File: config.mk
export PLATFORM = sky130hd
export DESIGN_NAME = pc_sequencer
export DESIGN_NICKNAME = d
export VERILOG_FILES = /design/src/rtl/pc_sequencer.sv
export SDC_FILE = /design/constraint.sdc
export NUM_CORES = 1
export LEC_CHECK = 0
export ABC_AREA = 1
export CAP_MARGIN = 0
export CORE_ASPECT_RATIO = 1.25
export CORE_MARGIN = 2
export CORE_UTILIZATION = 50
export DETAILED_ROUTE_END_ITERATION = 7
export PLACE_DENSITY = 0.82
export SYNTH_ARGS = -nofsm -noshare
export SYNTH_HDL_FRONTEND = slang
export SYNTH_SLANG_ARGS = --single-unit
export TNS_END_PERCENT = 5
File: constraint.sdc
create_clock -name clk -period 2.6 [get_ports clk]
set_input_delay 0.52 -clock clk [delete_from_list [all_inputs] [get_ports clk]]
set_output_delay 0.52 -clock clk [all_outputs]
set_load 0.02 [all_outputs]
File: src/rtl/pc_sequencer.sv
// Multi-cycle PC sequencer: FETCH -> WAIT_RSP -> EXEC -> UPDATE, retire count.
// Optional PC_MISALIGN_TRAP_EN: misaligned next PC halts instead of retiring.
module pc_sequencer #(
  parameter logic [31:0] RESET_PC = 32'h8000_0000,
  parameter int          CNT_W    = 64
) (
  input  logic             clk,
  input  logic             rst_n,
  output logic             ifu_req_valid,
  input  logic             ifu_req_ready,
  output logic [31:0]      ifu_addr,
  input  logic             ifu_rsp_valid,
  input  logic [31:0]      ifu_rsp_inst,
  output logic             exe_start,
  output logic [31:0]      inst,
  input  logic             exe_done,
  input  logic             pc_src_a,
  input  logic             pc_src_b,
  input  logic [31:0]      imm,
  input  logic [31:0]      rs1,
  input  logic             halt,
  output logic [31:0]      pc,
  output logic             commit,
  output logic             halted,
  output logic [CNT_W-1:0] instret,
  output logic             misalign_err
);

  typedef enum logic [2:0] {
    S_IDLE,
    S_FETCH,
    S_WAIT,
    S_EXEC,
    S_UPDATE,
    S_HALT
  } state_t;

  state_t           r_state;
  state_t           w_next;
  logic [31:0]      r_pc;
  logic [31:0]      r_inst;
  logic [CNT_W-1:0] r_cnt;
  logic [31:0]      r_npc;
  logic             r_halt;
  logic             r_first;
  logic [31:0]      w_op_a;
  logic [31:0]      w_op_b;
  logic [31:0]      w_sum;
  logic [31:0]      w_npc;
  logic [31:0]      w_pc_upd;
  logic             w_bad;

  assign w_op_a = pc_src_a ? imm : 32'd4;
  assign w_op_b = pc_src_b ? rs1 : r_pc;
  assign w_sum  = w_op_a + w_op_b;
  // jalr target drops bit 0
  assign w_npc  = {w_sum[31:1], w_sum[0] & ~pc_src_b};

`ifdef PC_MISALIGN_TRAP_EN
  logic r_mis;

  assign w_bad    = (r_state == S_UPDATE) && (r_npc[1:0] != 2'b00);
  assign w_pc_upd = r_npc;

  always_ff @(posedge clk or negedge rst_n) begin
    if (!rst_n) begin
      r_mis <= 1'b0;
    end else if (w_bad) begin
      r_mis <= 1'b1;
    end
  end

  assign misalign_err = r_mis;
`else
  assign w_bad        = 1'b0;
  assign w_pc_upd     = {r_npc[31:2], 2'b00};
  assign misalign_err = 1'b0;
`endif

  always_comb begin
    w_next = r_state;
    unique case (r_state)
      S_IDLE:   w_next = S_FETCH;
      S_FETCH:  if (ifu_req_ready) w_next = S_WAIT;
      S_WAIT:   if (ifu_rsp_valid) w_next = S_EXEC;
      S_EXEC:   if (exe_done) w_next = S_UPDATE;
      S_UPDATE: w_next = (w_bad || r_halt) ? S_HALT : S_FETCH;
      S_HALT:   w_next = S_HALT;
      default:  w_next = S_IDLE;
    endcase
  end

  always_ff @(posedge clk or negedge rst_n) begin
    if (!rst_n) begin
      r_state <= S_IDLE;
      r_pc    <= RESET_PC;
      r_inst  <= 32'd0;
      r_cnt   <= '0;
      r_npc   <= 32'd0;
      r_halt  <= 1'b0;
      r_first <= 1'b0;
    end else begin
      r_state <= w_next;
      if (r_state == S_WAIT && ifu_rsp_valid) begin
        r_inst  <= ifu_rsp_inst;
        r_first <= 1'b1;
      end
      if (r_state == S_EXEC) begin
        r_first <= 1'b0;
        if (exe_done) begin
          r_npc  <= w_npc;
          r_halt <= halt;
        end
      end
      if (r_state == S_UPDATE && !w_bad) begin
        r_pc  <= w_pc_upd;
        r_cnt <= r_cnt + CNT_W'(1);
      end
    end
  end

  assign ifu_req_valid = (r_state == S_FETCH);
  assign ifu_addr      = r_pc;
  assign exe_start     = (r_state == S_EXEC) && r_first;
  assign inst          = r_inst;
  assign pc            = r_pc;
  assign commit        = (r_state == S_UPDATE) && !w_bad;
  assign halted        = (r_state == S_HALT);
  assign instret       = r_cnt;

endmodule

Word-level counts from Yosys, hierarchy flattened
Cells that the tools add are included.

storage, ports and cells
  bits in registers = 163
  output and inout bits = 165

cells by class
  $add $sub $neg = 2
  eq/ne operators = 8
  multiplexer cells = 9
  bitwise logic cells = 2
  reduce and logical (&&, ||, !) cells = 6

operators with widths
  operator                                                               count
  64-bit by 1-bit adder with 64-bit output, second input constant        1
  32-bit 2-to-1 mux                                                      2
  32-bit adder                                                           1
  3-bit case mux with 6 select lines                                     1
  3-bit 2-to-1 mux                                                       4
  3-bit by 2-bit equality test with 1-bit output, second input constant  2
  3-bit equality test, second input constant                             2
  2-bit != test, second input constant                                   2
  3-bit by 1-bit equality test with 1-bit output, second input constant  1
  3-bit logical NOT                                                      1
  3-bit AND reduction                                                    1
  1-bit logical AND                                                      2
  1-bit 2-to-1 mux                                                       2
  2-bit by 1-bit != test with 1-bit output, second input constant        1
  2-bit AND reduction                                                    1
  2-bit nonzero test                                                     1
  1-bit AND                                                              1
  1-bit NOT                                                              1

Longest topological paths before layout
  word-level depth = 4
  depth in mapped cells = 19
  depth with buffers taken out = 16

Worst setup path after synthesis
No wires, ideal clock.

  kind = input to register
  start = in pc_src_b
  end = reg r_npc[19]
  library setup time = 126 ps
  arrival = 2570 ps
  required time = 2474 ps
  setup slack = -96 ps
  stages = 15
  buffers on the path = 2
  path through = clkbuf_1 > clkbuf_1 > mux2_2 > ha_1 > nand2_1 > nor2_1 > inv_1 > nor2_1 > nand2_1 > nand3_1 > nand2_1 > nand2_1 > nand2_1 > nand3_1 > o21ai_0

on the way
  longest elaborated chain between the ends = 2

ends and longest elaborated chain
  item                  RTL line  source
  from (decl)           18        input logic pc_src_b,
  32-bit 2-to-1 mux     54        assign w_op_b = pc_src_b ? rs1 : r_pc;
  32-bit adder          55        assign w_sum = w_op_a + w_op_b;
  to (signal assigned)  111       r_npc <= w_npc;
  to (decl)             43        logic [31:0] r_npc;

Every way passes these cells.
A chain may end at the register's enable or synchronous reset.

Final worst setup path
  start = in pc_src_a
  end = reg r_npc[26]

on the way
  longest elaborated chain between the ends = 2

ends and longest elaborated chain
  item               RTL line  source
  from (decl)        17        input logic pc_src_a,
  32-bit 2-to-1 mux  53        assign w_op_a = pc_src_a ? imm : 32'd4;
  32-bit adder       55

Every way passes these cells.

==> impl_metrics.csv <==
group,metric,value,unit
critical_path,r2r_cells,13,
power_and_ir_drop,switching_share,38.1,%
route,postRouteAntennaNets,0,
sta,final_period_minus_worst_setup_slack,2.42,ns
critical_path,cp-start-kind,"primary input",
critical_path,worstSetupPathType,"in2reg",
clock_network,cts_tree,"yes",
critical_path,worst_setup_path_end_kind,"flip-flop",
placement,port-buffer-count,263,
power_and_ir_drop,power.sequential.fraction,33.0,%
route,drcViolationCount,0,
synthesis,async_set_or_reset_register_ratio_after_synthesis,100,%
route,drt-vias-per-instance,5.11,
synthesis,synth-warning-count,0,
power_and_ir_drop,power_frac_comb,44.4,%
placement,detailedPlace.worstSlack,-0.238,ns
synthesis,synth_largest_type_area_fraction,38.8,%
synthesis,yosys.cell_count.top_type,"sky130_fd_sc_hd__nand2_1",
sta,setup_tns,0,ns
sta,finalHoldViolations,0,
power_and_ir_drop,total_leakage_power,6.89,nW
clock_network,cts_root_buffer,"sky130_fd_sc_hd__clkbuf_16",
route,detailedRoute.firstIterationViolations,646,
sta,slew_headroom,54.3,%
placement,placed_cells,1980,
floorplan,fp.dieW,133,um
critical_path,r2r_slack,0.30,ns
layout,antennaDiodeCount,0,
clock_network,cts_max_level,4,
clock_network,cts_buffer_depth,2,
synthesis,synth_cells,1425,
synthesis,netlist_top_cells_count,"sky130_fd_sc_hd__nand2_1, sky130_fd_sc_hd__inv_1, sky130_fd_sc_hd__dfrtp_1",
route,detail_route.wl_per_cell,15.9,um
critical_path,timing.critical_path.arrival,2.75,ns
floorplan,fp.dieArea,21800,sq um
synthesis,top_post_synthesis_cells_by_area,"sky130_fd_sc_hd__dfrtp_1, sky130_fd_sc_hd__nand2_1, sky130_fd_sc_hd__inv_1",
global_route,grt_pass1_wl,50800,um
sta,unrepaired_setup_endpoints_after_global_routing,"false",
floorplan,floorplan.initialDensity,51.2,%
route,drt_first_pass_iters,7,
sta,postLayoutSetupSlackWorst,0.175,ns
sta,final_min_period_over_clock_period,93.3,%
synthesis,synthFlopType,"sky130_fd_sc_hd__dfrtp_1",
placement,gp_congestion,0.966,
sta,max_slew.worst_pin.slew,0.684,ns
synthesis,yosys.cell_types.count,36,
sta,fin_worst_hold_slack,0.0544,ns
floorplan,die_h,165,um
sta,finalSetupViolations,0,
route,route.vias.total,10300,
global_route,initial_antenna_violation_count,0,
sta,timing.clock.skew,0.0196,ns
layout,growth_of_design_area_from_synthesis_to_finish,37.1,%
synthesis,synthesized_area_per_cell,7.25,sq um
flow_run,max_cap_violations,0,
critical_path,cp-startpoint,"pc_src_a",
floorplan,fp-row-count,58,
power_and_ir_drop,power.ir.vdd_worst,0.563,mV
floorplan,design.core.area,20200,sq um
power_and_ir_drop,power.density_cell_area,802,nW/um^2
clock_network,cts_inserted_buffers,17,
sta,max_clock_freq,0.412,GHz
synthesis,post-synth-top-area-cell,"sky130_fd_sc_hd__dfrtp_1",
critical_path,crit_required,2.92,ns
synthesis,synth_sequential_area_ratio,39.0,%
clock_network,worst_setup_hold_path_clk_slew,0.08,ns
critical_path,worstReg2RegStart,"ifu_addr[9]",
clock_network,cts.hold.buffers_added,0,
layout,layout.cells.non_filler,2011,
power_and_ir_drop,p_sw,0.00433,W
global_route,grt.total_usage,29.6,%
power_and_ir_drop,intPower,0.00703,W
global_route,number_of_global_route_vias_before_repair,10500,
sta,finalMaxSlewViolations,0,
hold_path,hold_path_class,"in2async",
critical_path,rr_endpoint,"r_npc[31]",
outcome,run_status,"complete, no violations",
placement,place_hpwl,25600,um
critical_path,setup_crit_end,"r_npc[26]",
global_route,gr-total-overflow,0,
synthesis,synth_cell_area,10300,sq um
power_and_ir_drop,clock_power_share,22.6,%
layout,design.final.nets,1864,
synthesis,synth_enable_flop_cells,0,
floorplan,io_pins,269,
layout,final_layout_size_suffix_gt1_share,10.7,%
global_route,grt_start_max_net_pins,65,
clock_network,worst_skew_pair_latency,0.44,ns
route,route.final.wire_length,32100,um
critical_path,cp_max_fo,23,
clock_network,clock_sink_count,161,
synthesis,synth-seq-cells,161,
-- layer usage --
layer / vias up / global-route usage [%] / share of wire, %
li1: 5016 / - / -
met1: 4822 / 33.1 / 39
met2: 354 / 56.2 / 53
met3: 80 / 4.36 / 4.6
met4: 0 / 12.2 / 3.3
met5: - / 0 / 0
-- cells in the final DEF (no fill, tap or decap), types with 2 or more instances in the layout --
master	netlist	routed
sky130_fd_sc_hd__a21oi_1	33	33
sky130_fd_sc_hd__buf_12	0	3
sky130_fd_sc_hd__buf_4	37	77
sky130_fd_sc_hd__bufinv_16	0	2
sky130_fd_sc_hd__clkbuf_16	0	17
sky130_fd_sc_hd__clkdlybuf4s50_1	0	260
sky130_fd_sc_hd__clkinv_4	0	4
sky130_fd_sc_hd__conb_1	1	5
sky130_fd_sc_hd__dfrtp_1	160	160
sky130_fd_sc_hd__ha_1	31	31
sky130_fd_sc_hd__inv_1	207	207
sky130_fd_sc_hd__inv_2	5	5
sky130_fd_sc_hd__inv_6	0	4
sky130_fd_sc_hd__mux2_2	42	42
sky130_fd_sc_hd__nand2_1	459	459
sky130_fd_sc_hd__nand2_2	3	3
sky130_fd_sc_hd__nand3_1	54	54
sky130_fd_sc_hd__nand3_2	5	5
sky130_fd_sc_hd__nand3b_1	6	6
sky130_fd_sc_hd__nand4_1	18	18
sky130_fd_sc_hd__nor2_1	124	123
sky130_fd_sc_hd__nor2_2	10	10
sky130_fd_sc_hd__nor2_4	5	6
sky130_fd_sc_hd__nor3_1	35	35
sky130_fd_sc_hd__nor3b_1	3	3
sky130_fd_sc_hd__o21ai_0	76	76
sky130_fd_sc_hd__o21ai_1	7	7
sky130_fd_sc_hd__o21bai_1	4	4
sky130_fd_sc_hd__o22ai_1	3	3
sky130_fd_sc_hd__xnor2_1	31	31
sky130_fd_sc_hd__xor2_1	33	33
-- power by group through the flow --
stage	Sequential (W)	Clock, W	Combinational, W
detailed placement	0.00377	0	0.00505
global placement	0.00374	0	0.00495
floorplan	0.00421	0	0.00233
CTS	0.00374	0.00260	0.00507
finish	0.00374	0.00257	0.00504
global route	0.00382	0.00271	0.00546
-- through the flow --
stage	instance area (sq um)	util, %	power [W]
3_5_place_dp	13600	67.3	0.00882
5_1_grt	14200	70.2	0.0120
2_1_floorplan	10300	-	0.00655
4_1_cts	14200	70.2	0.0114
6_report	14200	70.2	0.0114
3_3_place_gp	13600	67.3	0.00869
-- flip-flops by register name, summed over array words and instances, names as in the netlist --
name      count
r_npc        30
ifu_addr     30
r_first       1
inst         32
r_state       3
instret      64
r_halt        1
-- worst max-delay path, cell delays in order --
cell and delay [ns]:
sky130_fd_sc_hd__clkdlybuf4s50_1 0.51, sky130_fd_sc_hd__buf_12 0.18, sky130_fd_sc_hd__nand2_1 0.08, sky130_fd_sc_hd__ha_1 0.32
sky130_fd_sc_hd__buf_4 0.13, sky130_fd_sc_hd__nand2_1 0.07, sky130_fd_sc_hd__nor2_1 0.12, sky130_fd_sc_hd__inv_1 0.06
sky130_fd_sc_hd__nor2_1 0.10, sky130_fd_sc_hd__nand2_1 0.05, sky130_fd_sc_hd__nand3_1 0.24, sky130_fd_sc_hd__nand2_1 0.12
sky130_fd_sc_hd__nand2_1 0.09, sky130_fd_sc_hd__nand2_1 0.05, sky130_fd_sc_hd__nand3_1 0.06, sky130_fd_sc_hd__nand2_1 0.05
-- worst min path at each step --
stage | startpoint | end | slack [ns] | cells past startpoint
after global routing | rst_n | ifu_addr[27] | 0.08 | 1
after floorplan | rst_n | ifu_addr[10] | 0.22 | 0
after global placement | r_npc[11] | ifu_addr[11] | 0.45 | 2
after detailed placement | r_npc[9] | ifu_addr[9] | 0.46 | 2
final | rst_n | ifu_addr[27] | 0.05 | 1
after CTS | rst_n | ifu_addr[27] | 0.08 | 1
-- what timing repair did --
item                                    4_1_cts  5_1_grt
endpoints found under the setup margin        0        1
resized for setup                             0        1
buffers inserted                              0        0
-- kinds of logic after synthesis --
group	Yosys count	synth area share, %
buffers and inverters	274	11.4
AO/OA/AOI/OAI	126	6.30
XOR/XNOR	64	5.43
other	1	0.0363
flip-flops	161	39.0
multiplexers	42	4.58
AND/OR/NAND/NOR	726	29.5
adder cells (fa/ha/maj)	31	3.76
-- cell type report --
type | count | area, sq um
fillers | 1773 | 6020
inverters | 212 | 796
repair buffers | 343 | 3270
well taps | 270 | 338
clock buffers | 18 | 429
flip-flops and latches | 161 | 4030
multi-input cells | 994 | 5140
clock inverters | 13 | 154
Power figures use the tool's default switching activity.
